### config.mk
export PLATFORM = sky130hd
export DESIGN_NAME = ste_joypad_scanner
export DESIGN_NICKNAME = d
export VERILOG_FILES = /design/src/rtl/ste_joypad_scanner.sv
export SDC_FILE = /design/constraint.sdc
export NUM_CORES = 1
export LEC_CHECK = 0
export CAP_MARGIN = 20
export CORE_ASPECT_RATIO = 1.2
export CORE_MARGIN = 2
export CORE_UTILIZATION = 30
export CTS_BUF_LIST = sky130_fd_sc_hd__clkbuf_16
export CTS_CLUSTER_SIZE = 10
export DETAILED_ROUTE_END_ITERATION = 6
export SETUP_SLACK_MARGIN = 0.05
export SLEW_MARGIN = 40
export SYNTH_ARGS = -nofsm -noshare
export SYNTH_HDL_FRONTEND = slang
export SYNTH_SLANG_ARGS = --single-unit
### constraint.sdc
create_clock -name clk -period 2.75 [get_ports clk]
set_input_delay 0.4125 -clock clk [delete_from_list [all_inputs] [get_ports clk]]
set_output_delay 0.4125 -clock clk [all_outputs]
set_load 0.02 [all_outputs]
### src/rtl/ste_joypad_scanner.sv
// ste_joypad_scanner
// Scans an Atari STE enhanced joypad port. The four active-low row selects
// (pins 1-4) are driven one at a time. Each row is held for SETTLE cycles and
// the synchronized pad pins (11-14, 6, 10) are captured into a scan buffer on
// the last cycle of the row. After the fourth row a single DONE cycle
// publishes the scan as the raw matrix and as the decoded 16-bit pad state.
//
// Optional build macro: STE_PAD_DEBOUNCE_EN
//   When it is defined, a scan is published only if it is identical to the
//   previous full scan. A previous-scan register holds that scan and is
//   loaded on every DONE.
//
// Handshake: valid is a one-cycle strobe with no ready. It is high exactly in
// the cycle in which matrix and joy first show a new scan, which is the cycle
// after DONE. There is no back-pressure, and nothing is held for a consumer.
module ste_joypad_scanner #(
  parameter int SETTLE = 32
) (
  input  logic        clk,
  input  logic        reset_n,
  input  logic        enable,
  input  logic [3:0]  pad_data,
  input  logic [1:0]  pad_btn,
  output logic [3:0]  sel,
  output logic [23:0] matrix,
  output logic [15:0] joy,
  output logic        valid,
  output logic        busy,
  output logic [2:0]  dbg_state
);

  typedef enum logic [2:0] {
    ST_IDLE = 3'd0,
    ST_ROW0 = 3'd1,
    ST_ROW1 = 3'd2,
    ST_ROW2 = 3'd3,
    ST_ROW3 = 3'd4,
    ST_DONE = 3'd5
  } state_t;

  localparam logic [7:0] LAST_CNT = 8'(SETTLE - 1);

  state_t      state_q, state_d;
  logic [7:0]  cnt_q, cnt_d;
  logic [5:0]  sync1_q, sync1_d;
  logic [5:0]  sync2_q, sync2_d;
  logic [23:0] scan_q, scan_d;
  logic [23:0] matrix_q, matrix_d;
  logic [15:0] joy_q, joy_d;
  logic        valid_q, valid_d;
`ifdef STE_PAD_DEBOUNCE_EN
  logic [23:0] prev_q, prev_d;
`endif

  logic [5:0]  pins_act;
  logic [1:0]  row_idx;
  logic [3:0]  row_sel;
  state_t      row_next;
  logic [15:0] joy_dec;

  // Two-flop synchronizer for the asynchronous pad pins, then active-high view
  always_comb begin
    sync1_d  = {pad_btn, pad_data};
    sync2_d  = sync1_q;
    pins_act = ~sync2_q;
  end

  // Per-row lookup: buffer slot, select pattern and the state that follows
  always_comb begin
    row_idx  = 2'd0;
    row_sel  = 4'hF;
    row_next = ST_IDLE;
    case (state_q)
      ST_ROW0: begin row_idx = 2'd0; row_sel = 4'b1110; row_next = ST_ROW1; end
      ST_ROW1: begin row_idx = 2'd1; row_sel = 4'b1101; row_next = ST_ROW2; end
      ST_ROW2: begin row_idx = 2'd2; row_sel = 4'b1011; row_next = ST_ROW3; end
      ST_ROW3: begin row_idx = 2'd3; row_sel = 4'b0111; row_next = ST_DONE; end
      default: begin row_idx = 2'd0; row_sel = 4'hF;    row_next = ST_IDLE; end
    endcase
  end

  // Decode the scan buffer into pad bits.
  // Each row occupies 6 bits of the buffer, {btn1, btn0, data3..data0}.
  assign joy_dec = {2'b00,
                    scan_q[4],  scan_q[7],  scan_q[20], scan_q[8],
                    scan_q[13], scan_q[19], scan_q[23], scan_q[17],
                    scan_q[11], scan_q[5],  scan_q[0],  scan_q[1],
                    scan_q[2],  scan_q[3]};

  // Scan FSM: next state, row timing, sampling and publication of results
  always_comb begin
    state_d  = state_q;
    cnt_d    = cnt_q;
    scan_d   = scan_q;
    matrix_d = matrix_q;
    joy_d    = joy_q;
    valid_d  = 1'b0;
`ifdef STE_PAD_DEBOUNCE_EN
    prev_d   = prev_q;
`endif
    sel      = 4'hF;
    busy     = 1'b0;
    case (state_q)
      ST_IDLE: begin
        cnt_d = '0;
        if (enable) state_d = ST_ROW0;
      end
      ST_ROW0, ST_ROW1, ST_ROW2, ST_ROW3: begin
        busy = 1'b1;
        sel  = row_sel;
        if (cnt_q == LAST_CNT) begin
          cnt_d = '0;
          case (row_idx)
            2'd0:    scan_d[5:0]   = pins_act;
            2'd1:    scan_d[11:6]  = pins_act;
            2'd2:    scan_d[17:12] = pins_act;
            default: scan_d[23:18] = pins_act;
          endcase
          state_d = row_next;
        end else begin
          cnt_d = cnt_q + 8'd1;
        end
      end
      ST_DONE: begin
        busy  = 1'b1;
        cnt_d = '0;
`ifdef STE_PAD_DEBOUNCE_EN
        prev_d = scan_q;
        if (scan_q == prev_q) begin
          matrix_d = scan_q;
          joy_d    = joy_dec;
          valid_d  = 1'b1;
        end
`else
        matrix_d = scan_q;
        joy_d    = joy_dec;
        valid_d  = 1'b1;
`endif
        state_d = enable ? ST_ROW0 : ST_IDLE;
      end
      default: state_d = ST_IDLE;
    endcase
  end

  // State and data registers; reset clears everything at once, mid-scan included
  always_ff @(posedge clk or negedge reset_n) begin
    if (!reset_n) begin
      state_q  <= ST_IDLE;
      cnt_q    <= '0;
      sync1_q  <= '0;
      sync2_q  <= '0;
      scan_q   <= '0;
      matrix_q <= '0;
      joy_q    <= '0;
      valid_q  <= 1'b0;
`ifdef STE_PAD_DEBOUNCE_EN
      prev_q   <= '0;
`endif
    end else begin
      state_q  <= state_d;
      cnt_q    <= cnt_d;
      sync1_q  <= sync1_d;
      sync2_q  <= sync2_d;
      scan_q   <= scan_d;
      matrix_q <= matrix_d;
      joy_q    <= joy_d;
      valid_q  <= valid_d;
`ifdef STE_PAD_DEBOUNCE_EN
      prev_q   <= prev_d;
`endif
    end
  end

  assign matrix    = matrix_q;
  assign joy       = joy_q;
  assign valid     = valid_q;
  assign dbg_state = state_q;

endmodule

==> impl_metrics.env <==
export IMPL_synth_top_cells_by_count="dfrtp_1, nand2_1, mux2_2"
export IMPL_fin_nets=283
export IMPL_timing_critical_path_slowest_cell_delay_ns=0.63
export IMPL_avgViaCountPerCell=4.44
export IMPL_netlist_area_mm2=0.00287
export IMPL_timing_final_ws_setup_ns=0.416
export IMPL_fin_setup_tns_ns=0
export IMPL_die_area_mm2=0.0104
export IMPL_die_w_um=93.3
export IMPL_post_route_cell_area_mm2=0.00372
export IMPL_ir_drop_mv=0.326
export IMPL_fmax_ghz=0.428
export IMPL_n_antenna_cell=0
export IMPL_cts_sinks=72
export IMPL_post_drt_wl_per_cell_um=13.3
export IMPL_start_util_pct=30.5
export IMPL_synth_seq_cells=72
export IMPL_synth_cell_type_count=30
export IMPL_max_cap_viol_count=0
export IMPL_cp_data_arrival_time_ns=1.92
export IMPL_cp_end_kind="output pin"
export IMPL_path_class="flop to output pin"
export IMPL_layout_drive_gt1_share_pct=19.1
export IMPL_cp_cell_sequence="nor2_1, nand2_1, clkdlybuf4s50_1"
export IMPL_drv_slew=0
export IMPL_cts_buffer_depth=2
export IMPL_hold_class="input port to asynchronous set/reset pin"
export IMPL_antenna_found_initial=0
export IMPL_synth_flop_cell="dfrtp_1"
export IMPL_post_dp_cell_area_mm2=0.00343
export IMPL_slew_headroom_pct=58.6
export IMPL_routed_wl_mm=5.35
export IMPL_synthTopCellsByArea="dfrtp_1, mux2_2, buf_4"
export IMPL_p_per_area_mw_per_mm2=601
export IMPL_finalHoldViolCount=0
export IMPL_tightest_slew_ns=0.619
export IMPL_worstSkewPairLatency_ns=0.33
export IMPL_postSynthAreaPerCell_um2=12.5
export IMPL_grt_pass1_vias=1798
export IMPL_pre_cts_ws_ns=0.625
export IMPL_synthCells=229
export IMPL_seq_area_frac_synth_pct=62.7
export IMPL_synth_top_area_cell="dfrtp_1"
export IMPL_r2r_slack_ns=0.62
export IMPL_numPortBuffers=55
export IMPL_power_leakage_nw=1.70
export IMPL_core_area_mm2=0.00942
export IMPL_dp_hpwl_mm=3.73
export IMPL_nFillCells=899
export IMPL_rows=39
export IMPL_gp_congestion=0.822
export IMPL_setup_viol=0
export IMPL_critPathTopFamily="flip-flops"
export IMPL_path_clk_slew_ns=0.05
export IMPL_cts_resized=0
export IMPL_numCtsBuffers=9
export IMPL_first_iter_violations=30
export IMPL_die_y_um=111
export IMPL_worst_path_max_fanout=16
export IMPL_yosysTopAreaCellShare_pct=62.7
export IMPL_crit_required_ns=2.34
export IMPL_clock_skew_ns=0.00518
export IMPL_grt_use_total_pct=11.1
export IMPL_yosysWarnings=0
export IMPL_rsz0062_at_grt="no"
export IMPL_slowest_stage="dfrtp_1"
export IMPL_cts_tree="done"
export IMPL_num_io_pins=58
export IMPL_synthArstFlopShare_pct=100
export IMPL_synth_edf_count=0
export IMPL_fin_crit_sh_pct=84.9
export IMPL_postRouteAntennaNets=0
export IMPL_postCtsSetupBuffers=0
export IMPL_synthToLayoutAreaGrowth_pct=29.6
export IMPL_dr_pass1_iters=4
export IMPL_h_tree_depth=3
export IMPL_gr_total_overflow=0
export IMPL_post_cts_hold_buffer_count=0
export IMPL_status="finished, final reports clean"
export IMPL_grt_max_degree=39
export IMPL_cp_num_buf_inv=1
export IMPL_grt_pass1_wl_mm=8.87
export IMPL_yosysMostFrequentCell="dfrtp_1"
export IMPL_finalPower_w=0.00224
export IMPL_drc=0
export IMPL_vias=1781
export IMPL_clock_root_buffer="clkbuf_16"
export IMPL_cp_start_kind="flop"
export IMPL_period_needed_ns=2.33
[placed cells by master (no fill, tap or decap)]
cell / n
dfrtp_1: 72
clkdlybuf4s50_1: 54
nand2_1: 34
mux2_2: 25
nor2_1: 10
o21ai_2: 10
clkbuf_16: 9
o21ai_1: 8
xor2_1: 7
nand4_1: 6
o21ai_0: 6
nand3_1: 3
clkinv_1: 3
buf_4: 3
nand2b_1: 2
and3_1: 2
nand3b_1: 2
nand4b_1: 2
conb_1: 2
nor2b_1: 1
inv_1: 1
and2b_1: 1
nor3_1: 1
a21oi_1: 1
nor4b_4: 1
a22oi_1: 1
a41oi_1: 1
a311oi_1: 1
a22o_1: 1
xnor2_1: 1
and2_1: 1
ha_1: 1
clkinv_4: 1
clkinvlp_4: 1
bufinv_16: 1
clkinv_2: 1
buf_12: 1
[kinds of logic after synthesis]
| kind of cell | count (synthesis) | synth area share, % |
|---|---|---|
| flip-flops | 72 | 62.7 |
| AND/OR/NAND/NOR | 66 | 11.3 |
| AO/OA/AOI/OAI | 29 | 6.84 |
| buffers and inverters | 27 | 6.32 |
| multiplexers | 25 | 9.80 |
| XOR/XNOR | 8 | 2.44 |
| adder cells (fa/ha/maj) | 1 | 0.436 |
| other | 1 | 0.131 |
[per-stage QoR]
stage | util (%) | hold WS [ns] | std cells
final | 39.5 | 0.0357 | 401
after global placement | 36.4 | 0.335 | 385
after detailed placement | 36.4 | 0.335 | 385
after floorplan | - | 0.117 | 230
after global routing | 39.5 | 0.0675 | 401
after CTS | 39.5 | 0.200 | 401
[state kept, by name (all words and copies together) (netlist names)]
signal / count
matrix: 23
sync1_q: 6
joy: 1
cnt_q: 8
scan_q: 24
dbg_state: 3
valid: 1
sync2_q: 6
[final timing paths]
check                      cells after the start         end    startpoint
hold reg to reg                                0  sync2_q[0]    sync1_q[0]
max in group asynchronous                      2   matrix[2]       reset_n
min in group clk                               0  sync2_q[0]    sync1_q[0]
hold / removal                                 1   matrix[5]       reset_n
setup reg to reg                               5  scan_q[14]      cnt_q[0]
setup / recovery                               3      sel[3]  dbg_state[1]
[cell type report]
class / instances / area, µm² / area share [%]
Multi-Input combinational cell: 131 / 892 / 24.0
Inverter: 1 / 3.75 / 0.101
Timing Repair Buffer: 58 / 583 / 15.7
Clock inverter: 7 / 62.6 / 1.68
Sequential cell: 72 / 1800 / 48.4
Clock buffer: 9 / 225 / 6.05
Tap cell: 123 / 154 / 4.13
[power by group]
part | total, W | switching (W) | internal, W
Clock | 0.00111 | 0.000422 | 0.000691
Sequential | 0.00108 | 0.0000107 | 0.00107
Combinational | 0.0000400 | 0.0000260 | 0.0000140
[metal layers]
layer  routed length, µm  global-route usage (%)
met5                   0                       0
met4                 152                    6.76
met3                 208                    2.11
met2                2700                    17.9
met1                2290                    13.5
No activity file was read; power rests on OpenSTA's default activity.
